==> config.mk <==
export PLATFORM = sky130hd
export DESIGN_NAME = dds_phase_gen
export DESIGN_NICKNAME = d
export VERILOG_FILES = /design/src/rtl/dds_phase_gen.sv
export SDC_FILE = /design/constraint.sdc
export NUM_CORES = 1
export LEC_CHECK = 0
export CAP_MARGIN = 5
export CORE_MARGIN = 2
export CORE_UTILIZATION = 45
export CTS_BUF_LIST = sky130_fd_sc_hd__clkbuf_8
export DETAILED_ROUTE_END_ITERATION = 8
export PLACE_DENSITY = 0.67
export SYNTH_ARGS = -nofsm -noshare
export SYNTH_HDL_FRONTEND = slang
export SYNTH_SLANG_ARGS = --single-unit
==> constraint.sdc <==
create_clock -name wb_clk_i -period 4.7 [get_ports wb_clk_i]
set_input_delay 0.705 -clock wb_clk_i [delete_from_list [all_inputs] [get_ports wb_clk_i]]
set_output_delay 0.705 -clock wb_clk_i [all_outputs]
set_load 0.01 [all_outputs]
==> src/rtl/dds_phase_gen.sv <==
`default_nettype none
// +--------------------------------------------------------------------------+
// | Module   : dds_phase_gen                                                 |
// | Purpose  : DDS control registers, phase accumulator and wave memory      |
// |            read pipeline with continuous or N-sample burst operation.    |
// | Revision : 1.0 - initial release                                         |
// +--------------------------------------------------------------------------+
module dds_phase_gen #(
  parameter int DATA_WIDTH     = 32,
  parameter int ADDR_WIDTH     = 5,
  parameter int PHASE_WIDTH    = 32,
  parameter int LUT_ADDR_WIDTH = 10,
  parameter int WAVE_WIDTH     = 16
) (
  input  logic                      wb_clk_i,
  input  logic                      wb_rst_n_i,
  input  logic                      map_wr_en_i,
  input  logic [ADDR_WIDTH-1:0]     map_wr_addr_i,
  input  logic [DATA_WIDTH-1:0]     map_wr_dat_i,
  output logic                      mem_rd_en_o,
  output logic [LUT_ADDR_WIDTH-1:0] mem_rd_addr_o,
  input  logic [WAVE_WIDTH-1:0]     mem_rd_dat_i,
  output logic [WAVE_WIDTH-1:0]     wave_o,
  output logic                      wave_valid_o,
  output logic                      sync_o,
  output logic                      done_o
);

  localparam logic [1:0] S_IDLE = 2'd0;
  localparam logic [1:0] S_RUN  = 2'd1;
  localparam logic [1:0] S_DONE = 2'd2;

  localparam logic [ADDR_WIDTH-1:0] C_A_CTRL = ADDR_WIDTH'(0);
  localparam logic [ADDR_WIDTH-1:0] C_A_INC  = ADDR_WIDTH'(1);
  localparam logic [ADDR_WIDTH-1:0] C_A_OFS  = ADDR_WIDTH'(2);
  localparam logic [ADDR_WIDTH-1:0] C_A_LEN  = ADDR_WIDTH'(3);

  logic [1:0]                state_q, state_d;
  logic                      run_q, run_d;
  logic [PHASE_WIDTH-1:0]    pending_inc_q;
  logic [PHASE_WIDTH-1:0]    active_inc_q, active_inc_d;
  logic [PHASE_WIDTH-1:0]    ofs_q;
  logic [DATA_WIDTH-1:0]     burst_len_q;
  logic [DATA_WIDTH-1:0]     burst_cnt_q, burst_cnt_d;
  logic [PHASE_WIDTH-1:0]    acc_q, acc_d;
  logic                      wrap_q, wrap_d;
  logic                      rd_en_q, rd_en_d;
  logic [LUT_ADDR_WIDTH-1:0] rd_addr_q, rd_addr_d;
  logic                      sync_q, sync_d;
  logic                      rd_pend_q;
  logic [WAVE_WIDTH-1:0]     wave_q;
  logic                      wave_valid_q;
  logic                      done_q, done_d;

  logic                      w_wr_ctrl;
  logic                      w_wr_inc;
  logic                      w_wr_ofs;
  logic                      w_wr_len;
  logic                      w_clr;
  logic                      w_carry;
  logic                      w_wrap;
  logic [PHASE_WIDTH-1:0]    w_acc_sum;
  logic [PHASE_WIDTH-1:0]    w_phase;
  logic                      w_last;

  assign w_wr_ctrl = map_wr_en_i && (map_wr_addr_i == C_A_CTRL);
  assign w_wr_inc  = map_wr_en_i && (map_wr_addr_i == C_A_INC);
  assign w_wr_ofs  = map_wr_en_i && (map_wr_addr_i == C_A_OFS);
  assign w_wr_len  = map_wr_en_i && (map_wr_addr_i == C_A_LEN);
  assign w_clr     = w_wr_ctrl && map_wr_dat_i[1];
  assign run_d     = w_wr_ctrl ? map_wr_dat_i[0] : run_q;

  assign {w_carry, w_acc_sum} = {1'b0, acc_q} + {1'b0, active_inc_q};
  assign w_phase = acc_q + ofs_q;
  // A clear overrides the step, so a carry in that cycle is not a real wrap.
  assign w_wrap  = w_carry && !w_clr;
  assign w_last  = (burst_len_q != '0) && ((burst_cnt_q + DATA_WIDTH'(1)) == burst_len_q);

  // State register
  always_ff @(posedge wb_clk_i or negedge wb_rst_n_i) begin
    if (!wb_rst_n_i) begin
      state_q <= S_IDLE;
    end else begin
      state_q <= state_d;
    end
  end

  // Next-state logic; a run=0 write beats a coincident burst end
  always_comb begin
    state_d = state_q;
    case (state_q)
      S_IDLE: begin
        if (run_d) state_d = S_RUN;
      end
      S_RUN: begin
        if (!run_d)      state_d = S_IDLE;
        else if (w_last) state_d = S_DONE;
      end
      S_DONE: begin
        if (!run_d) state_d = S_IDLE;
      end
      default: state_d = S_IDLE;
    endcase
  end

  // Output / datapath next-value logic
  always_comb begin
    acc_d        = acc_q;
    active_inc_d = active_inc_q;
    wrap_d       = wrap_q;
    burst_cnt_d  = burst_cnt_q;
    rd_en_d      = 1'b0;
    rd_addr_d    = rd_addr_q;
    sync_d       = 1'b0;

    if ((state_q == S_IDLE) && (state_d == S_RUN)) begin
      burst_cnt_d = '0;
    end

    if (w_wr_inc && (state_q != S_RUN)) begin
      active_inc_d = PHASE_WIDTH'(map_wr_dat_i);
    end

    if (state_q == S_RUN) begin
      rd_en_d     = 1'b1;
      rd_addr_d   = w_phase[PHASE_WIDTH-1 -: LUT_ADDR_WIDTH];
      sync_d      = wrap_q;
      burst_cnt_d = burst_cnt_q + DATA_WIDTH'(1);
      acc_d       = w_acc_sum;
      wrap_d      = w_wrap;
      // Frequency changes only land at a wrap, keeping the phase continuous.
      if (w_wrap) begin
        active_inc_d = w_wr_inc ? PHASE_WIDTH'(map_wr_dat_i) : pending_inc_q;
      end
    end

    if (w_clr) begin
      acc_d  = '0;
      wrap_d = 1'b0;
    end

    done_d = (state_q == S_DONE) && (state_d == S_DONE) && !rd_en_q;
  end

  always_ff @(posedge wb_clk_i or negedge wb_rst_n_i) begin
    if (!wb_rst_n_i) begin
      run_q         <= 1'b0;
      pending_inc_q <= '0;
      active_inc_q  <= '0;
      ofs_q         <= '0;
      burst_len_q   <= '0;
      burst_cnt_q   <= '0;
      acc_q         <= '0;
      wrap_q        <= 1'b0;
      rd_en_q       <= 1'b0;
      rd_addr_q     <= '0;
      sync_q        <= 1'b0;
      done_q        <= 1'b0;
    end else begin
      run_q         <= run_d;
      active_inc_q  <= active_inc_d;
      burst_cnt_q   <= burst_cnt_d;
      acc_q         <= acc_d;
      wrap_q        <= wrap_d;
      rd_en_q       <= rd_en_d;
      rd_addr_q     <= rd_addr_d;
      sync_q        <= sync_d;
      done_q        <= done_d;
      if (w_wr_inc) pending_inc_q <= PHASE_WIDTH'(map_wr_dat_i);
      if (w_wr_ofs) ofs_q         <= PHASE_WIDTH'(map_wr_dat_i);
      if (w_wr_len) burst_len_q   <= map_wr_dat_i;
    end
  end

  // Return path: memory data is valid the cycle after the read strobe.
  always_ff @(posedge wb_clk_i or negedge wb_rst_n_i) begin
    if (!wb_rst_n_i) begin
      rd_pend_q    <= 1'b0;
      wave_q       <= '0;
      wave_valid_q <= 1'b0;
    end else begin
      rd_pend_q    <= rd_en_q;
      wave_valid_q <= rd_pend_q;
      if (rd_pend_q) wave_q <= mem_rd_dat_i;
    end
  end

  assign mem_rd_en_o   = rd_en_q;
  assign mem_rd_addr_o = rd_addr_q;
  assign wave_o        = wave_q;
  assign wave_valid_o  = wave_valid_q;
  assign sync_o        = sync_q;
  assign done_o        = done_q;

endmodule
`default_nettype wire

== After elaboration in Yosys (flattened, before gate mapping) ==
Cells that the tools add are included.
W data, S select, Z words.

* Word-level logic and storage cells: 64
* Memories kept: 0
* ROM bits: 0
* Output and inout bits: 30
* Bits in registers: 227
* Bits in latches: 0
* Memory bits (writable): 0
* Bits of input ports: 56

* Bitwise logic cells: 0
* $mul: 0
* Eq/ne operators: 9
* Divide/modulo/power cells: 0
* $lt $le $gt $ge: 0
* Reductions and logical operators: 18
* $add $sub $neg: 3
* Mux-type cells: 18
* Shift-type cells: 0

{| class="wikitable"
|+ Operators with widths
! cell !! number
|-
| $mux W32 || 8
|-
| $add A32 B32 Y33 || 1
|-
| $add A32 B1 Y32 const B || 1
|-
| $add A32 B32 Y32 || 1
|-
| $eq A32 B32 Y1 || 1
|-
| $reduce_bool A32 Y1 || 1
|-
| $logic_and A1 B1 Y1 || 11
|-
| $eq A5 B2 Y1 const B || 2
|-
| $mux W2 || 4
|-
| $pmux W2 S3 || 1
|-
| $eq A5 B1 Y1 const B || 1
|-
| $logic_not A5 Y1 || 1
|-
| $mux W1 || 5
|-
| $eq A2 B1 Y1 const B || 2
|-
| $eq A2 B2 Y1 const B || 2
|-
| $reduce_bool A2 Y1 || 2
|-
| $logic_not A1 Y1 || 2
|-
| $logic_not A2 Y1 || 1
|-
| $ne A2 B1 Y1 const B || 1
|}

== Depth between registers and ports, before layout ==
* Depth in word-level cells: 10
* Depth in mapped cells: 14
* Mapped depth without buffers: 13

== Least setup slack after synthesis ==
Ideal clock, no wire load.

* Path kind: register -> register
* Start: register acc_q[0]
* End: register active_inc_q[10]
* Clock period less this slack: 3.325 ns
* Cell stages (with the launch flop): 15
* Required time: 4.575 ns
* Path buffers: 1
* Arrival: 3.200 ns
* Path slack: 1.375 ns
* Setup time: 0.125 ns
* Cells stage by stage: dfrtp_1 ha_1 inv_1 fa_1 and2b_1 o21ai_1 a21oi_2 o211ai_2 o41ai_2 a221oi_2 nor3_2 o311ai_4 a21oi_4 buf_6 mux2_2

* Cells in the longest elaborated chain, start to end: 4

{| class="wikitable"
|+ Ends and longest elaborated chain
! what !! line !! RTL
|-
| from (decl) || 45 || <nowiki>logic [PHASE_WIDTH-1:0] acc_q, acc_d;</nowiki>
|-
| from (signal assigned) || 153 || <nowiki>acc_q <= '0;</nowiki>
|-
| from (signal assigned) || 163 || <nowiki>acc_q <= acc_d;</nowiki>
|-
| $add A32 B32 Y33 || 73 || <nowiki>assign {w_carry, w_acc_sum} = {1'b0, acc_q} + {1'b0, active_inc_q};</nowiki>
|-
| $logic_and A1 B1 Y1 || 76 || <nowiki>assign w_wrap = w_carry && !w_clr;</nowiki>
|-
| $mux W32 || 132 || <nowiki>if (w_wrap) begin</nowiki>
|-
| $mux W32 || 124 || <nowiki>if (state_q == S_RUN) begin</nowiki>
|-
| via active_inc_d[10] || 41 || <nowiki>logic [PHASE_WIDTH-1:0] active_inc_q, active_inc_d;</nowiki>
|-
| to (signal assigned) || 161 || <nowiki>active_inc_q <= active_inc_d;</nowiki>
|-
| to (decl) || 41 ||
|}

The timed path passes the listed nets, and every way through them passes these cells.
A chain may end at the register's enable or synchronous reset.

== Worst setup path in the final report ==
* Start: register acc_q[0]
* End: register active_inc_q[11]

Same word-level chain as after synthesis.

==> run_summary.xml <==
<?xml version="1.0" encoding="UTF-8"?>
<metrics>
  <group name="sta">
    <metric name="timing_worst_slew_pin_value" unit="ns">0.8259</metric>
    <metric name="rsz0062_at_grt" unit="">false</metric>
    <metric name="achievable-frequency" unit="GHz">0.2539</metric>
    <metric name="report.final.setup_viol" unit="">0</metric>
    <metric name="slew_headroom" unit="%">44.51</metric>
    <metric name="setup_tns" unit="ns">0</metric>
    <metric name="timing_max_transition_violations_final" unit="">0</metric>
    <metric name="finalWorstPathRequiredPeriod" unit="ns">3.938</metric>
    <metric name="clock_skew" unit="ns">0.03567</metric>
    <metric name="fin_crit_sh" unit="%">83.79</metric>
    <metric name="hold_violations" unit="">0</metric>
    <metric name="setup_ws_post_layout" unit="ns">0.7618</metric>
  </group>
  <group name="yosys">
    <metric name="synth_cells" unit="">1203</metric>
    <metric name="synth_enable_flop_cells" unit="">0</metric>
    <metric name="synthTopCellsByCount" unit="">sky130_fd_sc_hd__dfrtp_1, sky130_fd_sc_hd__mux2_2, sky130_fd_sc_hd__nand2_1, sky130_fd_sc_hd__o21ai_0, sky130_fd_sc_hd__a21oi_1</metric>
    <metric name="seq_area_frac_synth" unit="%">44.28</metric>
    <metric name="netlist.area_leader.share" unit="%">44.28</metric>
    <metric name="syn_nets" unit="">1323</metric>
    <metric name="ys_ff_latch" unit="">227</metric>
    <metric name="synth.most_common_cell" unit="">sky130_fd_sc_hd__dfrtp_1</metric>
    <metric name="synthesis.area_per_instance" unit="sq um">10.66</metric>
    <metric name="synth.cell_area" unit="sq um">12830</metric>
    <metric name="most_area_consuming_cells_after_synthesis" unit="">sky130_fd_sc_hd__dfrtp_1, sky130_fd_sc_hd__mux2_2, sky130_fd_sc_hd__ha_1</metric>
    <metric name="asyncSetResetFlopFracSynth" unit="%">100.0</metric>
    <metric name="synthFlopType" unit="">sky130_fd_sc_hd__dfrtp_1</metric>
    <metric name="synth_cell_types" unit="">71</metric>
    <metric name="synth.yosys.warnings" unit="">0</metric>
    <metric name="top_cell_type_by_total_area_after_synthesis" unit="">sky130_fd_sc_hd__dfrtp_1</metric>
  </group>
  <group name="placed_design">
    <metric name="detailedPlacementHpwl" unit="mm">21.33</metric>
    <metric name="io_buffer_count" unit="">85</metric>
    <metric name="post-place-ws" unit="ns">0.7563</metric>
    <metric name="gpl.final_weighted_congestion" unit="">0.8671</metric>
    <metric name="placed_cell_area" unit="sq um">14080</metric>
  </group>
  <group name="setup_path">
    <metric name="startpoint_of_the_worst_register_to_register_path" unit="">acc_q[0]</metric>
    <metric name="worst_ep_arrival_time" unit="ns">4.38</metric>
    <metric name="worst_ep_required_time" unit="ns">5.14</metric>
    <metric name="cp_endpoint_kind" unit="">register</metric>
    <metric name="worstReg2RegEnd" unit="">active_inc_q[11]</metric>
    <metric name="worst_r2r_path_depth" unit="">14</metric>
    <metric name="timing.critical_path.cells" unit="">ha_1 -&gt; inv_1 -&gt; fa_1 -&gt; and2b_1 -&gt; o21ai_1 -&gt; a21oi_2 -&gt; o211ai_2 -&gt; o41ai_2 -&gt; a221oi_2 -&gt; nor3_2 -&gt; o311ai_4 -&gt; a21oi_4 -&gt; buf_12 -&gt; mux2_2</metric>
    <metric name="timing.critical_path.fanout_max" unit="">27</metric>
    <metric name="setup_crit_path_kind" unit="">reg2reg</metric>
    <metric name="critical_path.slowest_cell" unit="">sky130_fd_sc_hd__o41ai_2</metric>
    <metric name="worst_path_dominant_cell_family" unit="">compound AO/OA/AOI/OAI gates</metric>
    <metric name="r2r_slack" unit="ns">0.76</metric>
    <metric name="critPathLaunchType" unit="">register</metric>
    <metric name="cp.buffers_inverters" unit="">2</metric>
    <metric name="worst_path_largest_cell_delay" unit="ns">0.59</metric>
  </group>
  <group name="cells_and_area">
    <metric name="utilization" unit="%">53.41</metric>
    <metric name="antenna_cells" unit="">0</metric>
    <metric name="finalNetCount" unit="">1411</metric>
    <metric name="drive_above_1_share" unit="%">21.26</metric>
    <metric name="syn2layout_area_growth" unit="%">16.30</metric>
    <metric name="final_area" unit="sq um">14920</metric>
  </group>
  <group name="cts">
    <metric name="cts_sinks" unit="">227</metric>
    <metric name="path_clk_slew" unit="ns">0.06</metric>
    <metric name="post_cts_hold_buffer_count" unit="">0</metric>
    <metric name="post_cts.resized_instances" unit="">0</metric>
    <metric name="cts_setup_buffers" unit="">0</metric>
    <metric name="tritoncts_clock_tree" unit="">built</metric>
    <metric name="clock_root_buffer" unit="">sky130_fd_sc_hd__clkbuf_8</metric>
    <metric name="cts_buffer_depth" unit="">3</metric>
    <metric name="htree_levels" unit="">2</metric>
    <metric name="tritoncts.num_buffers" unit="">40</metric>
    <metric name="worstSkewPairLatency" unit="ns">0.56</metric>
  </group>
  <group name="drt">
    <metric name="routed-via-count" unit="">9508</metric>
    <metric name="drc_errors" unit="">0</metric>
    <metric name="first_pass_iters" unit="">5</metric>
    <metric name="number_of_vias_per_cell_after_detailed_routing" unit="">5.593</metric>
    <metric name="avgRoutedWirePerCell" unit="um">17.81</metric>
    <metric name="final_antenna_violating_net_count" unit="">0</metric>
    <metric name="drt_first_iter_violations" unit="">636</metric>
    <metric name="drt_wl_total" unit="mm">30.27</metric>
  </group>
  <group name="die">
    <metric name="design.die.area" unit="sq um">29880</metric>
    <metric name="die_w" unit="um">172.9</metric>
    <metric name="core" unit="sq um">27930</metric>
    <metric name="floorplan.initialDensity" unit="%">45.93</metric>
    <metric name="num_rows" unit="">61</metric>
    <metric name="die_y" unit="um">172.9</metric>
    <metric name="pin_count" unit="">86</metric>
  </group>
  <group name="power_and_ir_drop">
    <metric name="power_density" unit="nW/um^2">543.9</metric>
    <metric name="ir_drop" unit="V">0.0002143</metric>
    <metric name="power.static_leakage" unit="nW">6.683</metric>
    <metric name="fin_total_pwr" unit="mW">8.115</metric>
  </group>
  <group name="global_route">
    <metric name="grt_antenna_before_repair" unit="">0</metric>
    <metric name="grt_pass1_wl" unit="mm">50.37</metric>
    <metric name="vias_in_the_first_global_route" unit="">9661</metric>
    <metric name="grt_remaining_overflow" unit="">0</metric>
    <metric name="grt_start_max_net_pins" unit="">91</metric>
    <metric name="grt_util_all_layers" unit="%">20.65</metric>
  </group>
  <group name="min_path">
    <metric name="hold_path.class" unit="">in2async</metric>
  </group>
  <group name="run_status">
    <metric name="outcome" unit="">finished clean</metric>
  </group>
  <group name="run">
    <metric name="cap_viol_max_count" unit="">0</metric>
  </group>
</metrics>
cells by family after synthesis:
logic type               Yosys count  share of synthesized area [%]
XOR/XNOR                          77                          5.257
AO/OA/AOI/OAI                    256                          12.81
adder cells (fa/ha/maj)           64                          6.300
flip-flops                       227                          44.28
multiplexers                     182                          16.54
buffers and inverters             77                          2.497
AND/OR/NAND/NOR                  320                          12.32
worst reg2reg max path: cells and delay by family (launching register included):
kind | cells | cell delay [ns]
AOI/OAI and AO/OA | 7 | 1.72
adders and majority gates | 2 | 0.58
and+or+nand+nor | 2 | 0.43
muxes | 1 | 0.41
DFF | 1 | 0.37
buffers and inverters | 2 | 0.34
layer usage:
metal | GRT usage (%) | part of all wire (%)
met1 | 28.35 | 47
met2 | 33.42 | 46
met3 | 3.518 | 4.6
met4 | 6.603 | 2.5
met5 | 0 | 0
layout by cell type, fill, tap and decap left out, types with 5 or more instances in the layout:
cell and instances:
sky130_fd_sc_hd__nand2_1 128, sky130_fd_sc_hd__buf_4 13, sky130_fd_sc_hd__mux2_2 156, sky130_fd_sc_hd__dfrtp_1 227, sky130_fd_sc_hd__or3_1 6, sky130_fd_sc_hd__and2_1 6, sky130_fd_sc_hd__nor2_1 48, sky130_fd_sc_hd__a31oi_1 11
sky130_fd_sc_hd__mux2_4 21, sky130_fd_sc_hd__o21ai_0 77, sky130_fd_sc_hd__a22o_1 5, sky130_fd_sc_hd__and3_1 8, sky130_fd_sc_hd__nor4_1 11, sky130_fd_sc_hd__ha_1 63, sky130_fd_sc_hd__a21o_1 19, sky130_fd_sc_hd__a21oi_1 72
sky130_fd_sc_hd__o21a_1 6, sky130_fd_sc_hd__mux2i_1 5, sky130_fd_sc_hd__a211oi_1 10, sky130_fd_sc_hd__o31ai_1 18, sky130_fd_sc_hd__nand3_1 25, sky130_fd_sc_hd__clkdlybuf4s50_1 84, sky130_fd_sc_hd__xor2_1 27, sky130_fd_sc_hd__xnor2_1 50
sky130_fd_sc_hd__clkbuf_8 53, sky130_fd_sc_hd__nor3_1 20, sky130_fd_sc_hd__nor4b_1 7, sky130_fd_sc_hd__inv_1 35, sky130_fd_sc_hd__nand4_1 13, sky130_fd_sc_hd__nand2b_1 11
flip-flops by register name, summed over array words and instances, names as in the netlist:
register       cells
mem_rd_en_o        1
wrap_q             1
burst_cnt_q       32
sync_o             1
active_inc_q      32
done_o             1
ofs_q             32
rd_pend_q          1
run_q              1
mem_rd_addr_o     10
pending_inc_q     32
acc_q             32
burst_len_q       32
state_q            2
wave_o            16
wave_valid_o       1
worst max path at each step:
stage	from	end	slack, ns	cells past startpoint
CTS	acc_q[0]	active_inc_q[6]	0.75	14
finish	acc_q[0]	active_inc_q[11]	0.76	14
detailed placement	acc_q[0]	active_inc_q[6]	0.76	14
global route	acc_q[0]	active_inc_q[6]	0.49	14
floorplan	acc_q[0]	active_inc_q[10]	1.38	14
global placement	acc_q[0]	active_inc_q[4]	0.83	14
final cells by class:
class	instances	area [sq um]
fill	2474	13010
inverter	23	86.33
timing repair buffer	100	993.5
clock inverter	20	113.9
clock buffer	53	729.5
tap	378	473.0
multi-input combinational	899	6844
sequential	227	5680
metrics by stage:
step                      instances  hold WS [ns]
after floorplan                1203        0.3519
after global placement         1627        0.3976
after CTS                      1700        0.1608
final                          1700        0.1631
after detailed placement       1627        0.4085
after global routing           1700        0.1969
report_power, final:
group,internal [mW],leakage [nW],switching (mW)
Sequential,2.48,2.91,0.397
Combinational,1.68,3.30,1.68
Clock,1.06,0.480,0.821
Note: power is estimated with default switching activity, not from simulation.
